--- src/rtl/fifo_flops_reg.sv ---
// fifo_flops_reg: single-clock show-ahead FIFO held in a flip-flop register array.
// Dout always presents the oldest stored word. Pushes while full (without a pop) and
// pops while empty are dropped without disturbing the stored state.
// Optional build macro FIFO_FLOPS_ERR_FLAGS_EN adds sticky ovf/udf error flags.
module fifo_flops_reg #(
  parameter int depth = 16,
  parameter int bits  = 16
) (
  input  logic            clk,
  input  logic            rst,
  input  logic [bits-1:0] Din,
  input  logic            push,
  input  logic            pop,
  output logic [bits-1:0] Dout,
  output logic            full,
  output logic            pndng
`ifdef FIFO_FLOPS_ERR_FLAGS_EN
  ,
  output logic            ovf,
  output logic            udf
`endif
);

  localparam int PW = (depth > 1) ? $clog2(depth) : 1;
  localparam int CW = $clog2(depth + 1);

  localparam logic [PW-1:0] LAST_PTR = PW'(depth - 1);
  localparam logic [CW-1:0] DEPTH_CNT = CW'(depth);

  logic [bits-1:0] mem [depth];
  logic [PW-1:0]   wr_ptr;
  logic [PW-1:0]   rd_ptr;
  logic [CW-1:0]   count;

  logic push_ok;
  logic pop_ok;

  // Flags come straight from the occupancy register.
  assign full  = (count == DEPTH_CNT);
  assign pndng = (count != '0);

  // A pop frees a slot in the same cycle, so push is still taken when full with pop.
  assign push_ok = push && (!full || pop);
  assign pop_ok  = pop && pndng;

  // Show-ahead head word; forced to zero while the queue is empty.
  assign Dout = pndng ? mem[rd_ptr] : '0;

  // Storage array: cleared on reset, written at the write pointer on accepted push.
  always_ff @(posedge clk or posedge rst) begin
    if (rst) begin
      for (int i = 0; i < depth; i++) begin
        mem[i] <= '0;
      end
    end else if (push_ok) begin
      mem[wr_ptr] <= Din;
    end
  end

  // Write pointer advances on accepted push, wrapping by explicit compare.
  always_ff @(posedge clk or posedge rst) begin
    if (rst) begin
      wr_ptr <= '0;
    end else if (push_ok) begin
      wr_ptr <= (wr_ptr == LAST_PTR) ? '0 : wr_ptr + PW'(1);
    end
  end

  // Read pointer advances on accepted pop, wrapping by explicit compare.
  always_ff @(posedge clk or posedge rst) begin
    if (rst) begin
      rd_ptr <= '0;
    end else if (pop_ok) begin
      rd_ptr <= (rd_ptr == LAST_PTR) ? '0 : rd_ptr + PW'(1);
    end
  end

  // Occupancy: up on push only, down on pop only, unchanged when both or neither.
  always_ff @(posedge clk or posedge rst) begin
    if (rst) begin
      count <= '0;
    end else if (push_ok && !pop_ok) begin
      count <= count + CW'(1);
    end else if (pop_ok && !push_ok) begin
      count <= count - CW'(1);
    end
  end

`ifdef FIFO_FLOPS_ERR_FLAGS_EN
  // Sticky error flags: ovf on a dropped push, udf on an ignored pop.
  always_ff @(posedge clk or posedge rst) begin
    if (rst) begin
      ovf <= 1'b0;
      udf <= 1'b0;
    end else begin
      if (push && full && !pop) ovf <= 1'b1;
      if (pop && !pndng)        udf <= 1'b1;
    end
  end
`endif

endmodule

--- config.mk ---
export PLATFORM = sky130hd
export DESIGN_NAME = fifo_flops_reg
export DESIGN_NICKNAME = d
export VERILOG_FILES = /design/src/rtl/fifo_flops_reg.sv
export SDC_FILE = /design/constraint.sdc
export NUM_CORES = 1
export LEC_CHECK = 0
export ABC_AREA = 1
export BUFFER_PORTS_ARGS = -buffer_cell sky130_fd_sc_hd__clkbuf_2
export CAP_MARGIN = 0
export CELL_PAD_IN_SITES_DETAIL_PLACEMENT = 1
export CELL_PAD_IN_SITES_GLOBAL_PLACEMENT = 1
export CORE_MARGIN = 2
export CORE_UTILIZATION = 52
export CTS_BUF_LIST = sky130_fd_sc_hd__clkbuf_4
export DETAILED_ROUTE_END_ITERATION = 12
export PLACE_DENSITY_LB_ADDON = 0.1
export SLEW_MARGIN = 20
export SYNTH_ARGS = -nofsm -noshare
export SYNTH_HDL_FRONTEND = slang
export SYNTH_SLANG_ARGS = --single-unit
--- constraint.sdc ---
create_clock -name clk -period 19 [get_ports clk]
set_input_delay 5.7 -clock clk [delete_from_list [all_inputs] [get_ports clk]]
set_output_delay 5.7 -clock clk [all_outputs]
set_load 0.05 [all_outputs]
Yosys cells after proc, flatten, opt, wreduce, memory -nomap -nowiden

Cells that the tools add are included.

Register bits: 269
Input port bits: 20
Output and inout port bits: 18

Add/sub/neg operators: 4
Magnitude comparators: 3
Equal/unequal tests: 3
Multiplexer cells: 11
Bitwise logic cells: 2
Reduce and logical (&&, ||, !) cells: 11

Operators with widths:

| kind                                                     | count |
|---|---|
| bitwise mux 256 bit                                      | 1 |
| binary-select mux 16 bit (select 4 bit)                  | 1 |
| demux 16 bit (select 4 bit)                              | 1 |
| 2-to-1 mux 16 bit                                        | 4 |
| greater-or-equal comparator 5 bit, second input constant | 2 |
| 2-to-1 mux 5 bit                                         | 2 |
| inverter 4 -> 5 bit                                      | 2 |
| adder 4 x 1 -> 4 bit, second input constant              | 2 |
| equality test 4 bit, second input constant               | 2 |
| 2-to-1 mux 4 bit                                         | 2 |
| adder 5 x 1 -> 5 bit, second input constant              | 1 |
| equality test 5 bit, second input constant               | 1 |
| logical AND 1 bit                                        | 5 |
| < comparator 5 x 1 -> 1 bit, second input constant       | 1 |
| nonzero test 5 bit                                       | 1 |
| subtractor 5 x 1 -> 5 bit, second input constant         | 1 |
| zero test 1 bit                                          | 3 |
| nonzero test 2 bit                                       | 1 |
| logical OR 1 bit                                         | 1 |

Logic depth before layout (Yosys ltp)

Gate-level depths: netlist of run 1.

Depth in word-level cells: 8
Gate-level depth with buffers: 17

Worst setup path before layout of run 1

No wires, ideal clock.

Path kind: reg-to-output
Start point: register count[4]
End point: output Dout[10]
Arrival time: 2,128 ps
Data required time: 13,300 ps
Setup slack: 11,172 ps
Stages on the path, launching flop included: 6
Cells stage by stage: dfrtp_1 > inv_1 > nand4_1 > inv_1 > clkbuf_1 > a21oi_1

Longest elaborated chain between the ends: 2

RTL lines:

| what                     | RTL line | text |
|---|---|---|
| start: declaration       | 33       | `logic [CW-1:0] count;` |
| start signal: assignment | 83       | `count <= count + CW'(1);` |
| start signal: assignment | 85       | `count <= count - CW'(1);` |
| nonzero test 5 bit       | 40       | `assign pndng = (count != '0);` |
| via pndng                | 16       | `output logic pndng` |
| 2-to-1 mux 16 bit        | 47       | `assign Dout = pndng ? mem[rd_ptr] : '0;` |
| end: declaration         | 14       | `output logic [bits-1:0] Dout,` |

The timed path passes the listed nets, and every way through them passes these cells.

Worst setup path in the final report of run 1

Start point: register rd_ptr[0]
End point: output Dout[5]

Longest elaborated chain between the ends: 5

RTL lines:

| what                                                  | RTL line | text |
|---|---|---|
| start: declaration                                    | 32       | `logic [PW-1:0] rd_ptr;` |
| start signal: assignment                              | 74       | `rd_ptr <= (rd_ptr == LAST_PTR) ? '0 : rd_ptr + PW'(1);` |
| inverter 4 -> 5 bit (not written as such)             | 47       |  |
| binary-select mux 16 bit (select 4 bit)               | 47       |  |
| 2-to-1 mux 16 bit (not written as such) (2 in series) | 47       |  |
| 2-to-1 mux 16 bit                                     | 47       |  |

No other way between the ends. The select of a mux whose other input is x is not followed.

==> parameters.txt, run 1 <==
Parameter                              Value

Floorplan
  Starting utilization of the core area    52.87%
  Total die area    a little under 0.03 mm²
  Die extent in y    between 150 and 200 µm
  Placeable core region    0.02786 mm²
  Die extent in x    172.3 µm
  Top Ports    38
  Cell Rows    61

Global routing
  Global-route usage over all layers    35.23%
  Peak-usage layer in the global routing report    met2
  Maximum number of pins on one net before global-route repair    130
  Via count of the first global-routing pass    14480
  Total global routing overflow    0
  Number of antenna violations at the first check in global routing    2
  Global Route met3 Usage    about 6.8%
  GRT met2 Usage    56.19%
  M1 GR Usage    46.74%
  Global-route wire length before repair    79410 µm

Yosys
  Commonest cells in the synthesized netlist    921 x nand2_1, 392 x nand3_1, 269 x dfrtp_1
  Fraction of post-synthesis cell area in the top cell type by area    a little under half
  Most instantiated library cell after synthesis    nand2_1
  Flops & latches, synth    around 270
  Cell type with the highest aggregate area in the netlist    dfrtp_1
  Cell count after synthesis    a little over 2000
  Syn Area/Cell    around 7.2 µm²
  Ys async rst share    100.0%
  Number of warning messages in the yosys log    0
  Synth unique cells    28
  Total standard cell area after synthesis    ~0.015 mm²
  Post-synth EDFFs    0
  Most used DFF post-synth    dfrtp_1
  Total nets after synthesis    2089
  Fraction of the yosys area taken by sequential cells    45.70%
  Dominant cells by area after synthesis    dfrtp_1 46%, nand2_1 23%, nand3_1 13%

Clock network
  Worst skew pair latency    0.70 ns
  Number of setup buffers added after CTS    0
  Master cell of the clock root buffer    clkbuf_4
  H-tree depth    3
  Hold_buf cts    0
  Clock sinks    about 270
  Clock transition time at the flip-flop clock pins of the worst setup and hold paths    0.07 ns
  CTS tree    yes
  Post_cts resized    0
  Number of CTS-inserted buffers    78
  Deepest clock path buffer count    3

Setup path
  Source of the worst register-to-register timing path    count[1]
  Number of buffers and inverters on the critical path    3
  Largest delay contributor family on the critical path    buffers and inverters
  Arrival time of the worst setup path    4.27 ns
  R2R setup slack    between 10 and 15 ns
  Most frequent cell on the critical path    nand2_1
  Total number of cells along the worst setup path    9
  Critical path start-end classification    reg2out
  Capture instance of the worst register-to-register path    mem[70]
  Crit path launch    rd_ptr[0]
  Endpoint required time on the critical path    13.30 ns
  Critical path launch point type    flop
  Timing endpoint of the critical path    Dout[5]
  Cell count of the worst reg-to-reg path    12
  Ordered list of cells on the worst path    inv_4 -> buf_4 -> nand2_1 -> nand2_1 -> nand2_1 -> nand3_1 -> nand3_1 -> a21oi_1 -> clkbuf_2
  Cell with the largest stage delay on the worst path    buf_4
  Crit. End Element    output pin
  Largest driver fanout on the critical path    between 60 and 70
  Critical Path Max Stage Delay    0.83 ns

Timing
  Final number of hold-violating endpoints    0
  Sum of negative setup slack    0 ns
  Clock period minus final worst setup slack    approximately 10 ns
  Worst-case clock skew    0.03945 ns
  Number of failing setup endpoints in the final timing report    0
  Slew of the pin with the lowest slew margin    1.107 ns
  Max_slew headroom    26.14%
  Final count of pins violating max slew    0
  Maximum clock frequency    100.3 MHz
  Final clock period utilization by the worst path    52.49%
  Unrepaired setup endpoints after global routing    no
  Worst Setup Slack, final    between 9 and 10 ns

Finish
  Signed area change from the synthesized netlist to the final layout    6.881%
  Finished Core Util    56.51%
  Number of nets in the final layout    around 2100
  Final cell count without fillers    2481
  Fraction of layout instances using a drive strength above 1    12.70%

Detailed routing
  First-pass iteration count of the detailed router    7
  Final WL    50310 µm
  Overall via count from detail_route    between 10000 and 15000
  Initial DRC count    1114
  Drt drc    0
  Via-to-Cell Ratio    5.596
  Number of nets with antenna violations after detailed routing    0
  Routed wirelength normalized by instance count    20.28 µm

Power and ir drop
  Total net switching power    1.410 mW
  Fraction of power consumed by the clock network    around a fifth
  Switching power share of the total    48.38%
  Fraction of power consumed by combinational cells    45.6%
  Worst vdd rail ir drop    149.8 µV
  Total Power Consumption    2.914 mW
  P_int    between 1.5 and 2 mW
  Static power due to leakage    8.765 nW
  P per Cell Area    185.1 mW/mm²
  Register share of total power    between 30% and 40%

Placed design
  Post-DP HPWL    ~29000 µm
  Port bufs    37
  Routability cong.    0.8630
  Number of placed instances, taps included    2351
  Worst setup slack after placement    roughly 10 ns

Status
  Status    complete, no violations

Run
  Count of max-cap constraint violations    0

Worst hold path
  Startpoint of the tightest hold check path    mem[4]
  Class of the most critical hold timing path    reg2reg
==> cells by family (layout without fill, tap and decap cells) <==
logic type | count (synthesis) | count (layout) | share of synthesized area, %
other cells | 0 | 1 | 0
simple gates | 1401 | 1401 | 41.61
flops | 269 | 269 | 45.70
compound gates | 28 | 28 | 0.9514
xor+xnor | 6 | 6 | 0.3568
buf+inv | 345 | 388 | 10.48
fa+ha+maj | 10 | 10 | 0.9005
==> placed cells by master (no fill, tap or decap), types with 3 or more instances in the layout <==
cell | synthesis | final
clkbuf_2 | 0 | 37
nand2_1 | 921 | 921
nand2_2 | 50 | 50
xor2_1 | 5 | 5
buf_4 | 6 | 20
nand2_8 | 10 | 10
nor2_1 | 3 | 3
nand3_1 | 392 | 392
inv_2 | 2 | 4
a21oi_1 | 17 | 17
o21ai_0 | 11 | 11
nor2_2 | 17 | 17
nand2_4 | 4 | 4
ha_1 | 9 | 9
clkbuf_4 | 0 | 114
dfrtp_1 | 269 | 267
clkinv_1 | 3 | 14
inv_1 | 196 | 193
==> cell type report <==
type / count / area [µm²]
fill: 3671 / 12120
sequential: 269 / 6736
multi-input combinational: 1445 / 6454
clock buffer: 114 / 855.8
inverter: 202 / 775.7
tap: 378 / 473.0
timing repair buffer: 57 / 335.3
clock inverter: 15 / 110.1
antenna: 1 / 2.502
==> layer usage <==
metal / up-vias / routed length (µm)
li1: 6351 / -
met1: 6904 / 21730
met2: 491 / 23140
met3: 138 / 3367
met4: 0 / 2079
met5: - / 0
==> registers in the layout (all words and copies together), names as in the netlist <==
signal / flops
mem: 256
count: 5
rd_ptr: 4
wr_ptr: 4
==> worst register-to-register path, stage by stage (launching register included) <==
cell and delay (ns):
dfrtp_1 0.43, nor2_2 0.08, nand3_2 0.08, nor2_4 0.04, nand2_4 0.06, nand2_4 0.08, inv_8 0.45, buf_4 0.80
buf_4 0.76, buf_4 0.70, nand2_4 0.31, nand2_1 0.15, nand2_1 0.06
==> power by group through the flow <==
stage                     Sequential, mW  Clock, mW  Combinational [mW]
final                               1.02      0.562                1.33
after global routing                1.05      0.597                1.48
after detailed placement            1.02          0                1.31
after global placement              1.01          0                1.26
after floorplan                    0.949          0               0.999
after CTS                           1.02      0.570                1.32
==> how the worst min path moves through the flow <==
stage,end,cells after the start
6_report,mem[4],2
3_5_place_dp,mem[40],2
3_3_place_gp,mem[247],2
4_1_cts,mem[4],2
2_1_floorplan,mem[170],2
5_1_grt,mem[214],2
==> per-stage QoR <==
stage,hold WS (ns),cell area [µm²]
finish,0.4687,15740
global route,0.4910,15740
CTS,0.4727,15740
detailed placement,0.4582,14770
global placement,0.4531,14770
floorplan,0.4417,14730
No activity file was read; power rests on OpenSTA's default activity.
==> inputs of run 2 (changes only) <==
--- a/config.mk
+++ b/config.mk
@@ -11,7 +11,7 @@
 export CELL_PAD_IN_SITES_DETAIL_PLACEMENT = 1
 export CELL_PAD_IN_SITES_GLOBAL_PLACEMENT = 1
 export CORE_MARGIN = 2
-export CORE_UTILIZATION = 52
+export CORE_UTILIZATION = 43
 export CTS_BUF_LIST = sky130_fd_sc_hd__clkbuf_4
 export DETAILED_ROUTE_END_ITERATION = 12
 export PLACE_DENSITY_LB_ADDON = 0.1
==> constraint.sdc (replaced) <==
create_clock -name clk -period 9.15 [get_ports clk]
set_input_delay 2.745 -clock clk [delete_from_list [all_inputs] [get_ports clk]]
set_output_delay 2.745 -clock clk [all_outputs]
set_load 0.05 [all_outputs]
==> parameters.txt, run 2 (synthesis results as in run 1) <==
Parameter                              Value

Global routing
  Global-route usage over all layers    28.59%
  Total global routing overflow    0
  Global-route wire length before repair    about 79000 µm
  Maximum number of pins on one net before global-route repair    roughly 170
  Number of antenna violations at the first check in global routing    2
  Via count of the first global-routing pass    13710

Clock network
  Clock sinks    269
  CTS tree    yes
  H-tree depth    3
  Clock transition time at the flip-flop clock pins of the worst setup and hold paths    0.07 ns
  Worst skew pair latency    0.78 ns
  Deepest clock path buffer count    3
  Number of CTS-inserted buffers    81
  Hold_buf cts    0
  Post_cts resized    0
  Number of setup buffers added after CTS    0
  Master cell of the clock root buffer    clkbuf_4

Finish
  Most frequent cells in the layout    921 x nand2_1, 392 x nand3_1, 267 x dfrtp_1, 193 x inv_1, 123 x clkbuf_4
  Final cell count without fillers    2564
  Number of nets in the final layout    2083
  Fraction of layout instances using a drive strength above 1    12.87%
  Register containing the most flip-flops in the final layout    mem
  Commonest non-fill, non-tap cell in the layout    nand2_1
  Max reg flops    approximately 260
  Largest registers in the final layout    mem: 256 flops, count: 5 flops
  Number of filler cells placed in the layout    4360
  Area occupied by multi-input gates    approximately 0.0065 mm²
  Signed area change from the synthesized netlist to the final layout    7.909%
  Area taken by flip-flops and latches    0.006736 mm²

Setup path
  Endpoint required time on the critical path    roughly 6.4 ns
  Number of buffers and inverters on the critical path    3
  Cell with the largest stage delay on the worst path    buf_4
  Source of the worst register-to-register timing path    count[1]
  Ordered list of cells on the worst path    inv_4 -> buf_4 -> nand2_1 -> nand2_1 -> nand2_1 -> nand3_1 -> nand3_1 -> a21oi_1 -> clkbuf_2
  Critical path start-end classification    reg2out
  Capture instance of the worst register-to-register path    mem[77]
  Cell count of the worst reg-to-reg path    10
  Critical path launch point type    flop
  Critical Path Max Stage Delay    0.76 ns
  Arrival time of the worst setup path    4.08 ns
  Crit. End Element    output pin
  Largest driver fanout on the critical path    70
  Largest delay contributor family on the critical path    buffers and inverters
  R2R setup slack    6.27 ns
  Most frequent cell on the critical path    nand2_1

Placed design
  Post-DP HPWL    29010 µm
  Port bufs    37
  Routability cong.    around 0.87
  Number of placed instances, taps included    between 2000 and 2500

Timing
  Max_slew headroom    a little under a quarter
  Slew of the pin with the lowest slew margin    1.149 ns
  Unrepaired setup endpoints after global routing    no
  Maximum clock frequency    roughly 150 MHz
  Clock period minus final worst setup slack    slightly below 7 ns
  Sum of negative setup slack    0 ns
  Final count of pins violating max slew    0
  Final number of hold-violating endpoints    0
  Number of failing setup endpoints in the final timing report    0
  Final clock period utilization by the worst path    approximately 75%
  Worst-case clock skew    0.04010 ns

Power and ir drop
  Static power due to leakage    8.789 nW
  P per Cell Area    379.4 mW/mm²
  Worst vdd rail ir drop    282.1 µV
  Total Power Consumption    6.031 mW

Detailed routing
  Highest metal layer with signal wires    met4
  Routed wire length on met2    21990 µm
  Final WL    49320 µm
  First-pass iteration count of the detailed router    4
  Number of nets with antenna violations after detailed routing    0
  Initial DRC count    888
  Via-to-Cell Ratio    between 5 and 6
  Drt drc    0
  Overall via count from detail_route    13320
  Length of routed wiring on met1    23450 µm
  Met3 wire length    2692 µm
  Routed wirelength normalized by instance count    19.24 µm

Status
  Status    complete, no violations

Floorplan
  Top Ports    38
  Die extent in y    189.1 µm
  Placeable core region    0.03362 mm²
  Die extent in x    189.1 µm
  Cell Rows    67
  Starting utilization of the core area    43.82%
  Total die area    0.03575 mm²

Worst hold path
  Endpoint of the worst hold path    mem[136]
  WHS Path Cells    2
  Class of the most critical hold timing path    reg2reg
  Startpoint of the tightest hold check path    mem[136]

Run
  Count of max-cap constraint violations    0
-- run 2: cell types whose count changed in the layout (fill, tap and decap cells not counted), sizes merged --
cell / change
clkbuf: +9
inv: -1
diode: +2
clkinvlp: +1
buf: -3
bufinv: -1
clkinv: +6
-- run 2: report_power, final --
| group | switching (mW) | leakage [nW] | internal [mW] |
|---|---|---|---|
| sequential | 0.392 | 3.44 | 1.72 |
| clock | 0.554 | 0.615 | 0.637 |
| combinational | 1.95 | 4.73 | 0.781 |
| total | 2.89 | 8.79 | 3.14 |
-- run 2: worst max-delay path by stage --
stage          endpoint  depth (start not counted)      start  slack (ns)
2_1_floorplan  count[0]                          1        rst        2.85
3_5_place_dp    Dout[8]                          9  rd_ptr[0]        3.13
3_3_place_gp    Dout[8]                          9  rd_ptr[0]        3.14
6_report        Dout[8]                          9  rd_ptr[0]        2.32
5_1_grt        Dout[12]                          9  rd_ptr[0]        2.09
4_1_cts         Dout[8]                          9  rd_ptr[0]        2.31
-- run 2: area by class of cell --
class                      count  area share (%)
sequential                   269           42.38
clock buffer                 123           5.810
timing repair buffer          54           2.125
tap                          448           3.527
multi-input combinational   1445           40.60
clock inverter                20          0.6455
antenna                        3         0.04723
inverter                     202           4.857
-- run 2: per-layer routing --
layer / GRT usage, % / vias to the layer above
met5: 0 / -
met3: 6.135 / 74
met2: 43.60 / 298
met1: 40.64 / 6574
met4: 9.014 / 0
li1: - / 6370
-- run 2: stage by stage --
stage          util, %  instance area, µm²  setup slack (ns)  hold WS [ns]
2_1_floorplan        -               14730             2.852        0.4417
3_3_place_gp     44.21               14860             3.141        0.4531
3_5_place_dp     44.21               14860             3.133        0.4580
4_1_cts          47.26               15890             2.310        0.4721
5_1_grt          47.28               15890             2.090        0.4851
6_report         47.28               15890             2.323        0.4657
-- run 2: worst reg2reg max path, stage by stage, from the launching register on --
cell and delay [ns]:
dfrtp_1 0.43, nor2_2 0.08, nand3_2 0.08, nor2_4 0.05
nand2_4 0.06, nand2_4 0.09, inv_8 0.49, buf_12 0.83
nand2_4 0.44, nand2_1 0.16, nand2_1 0.06
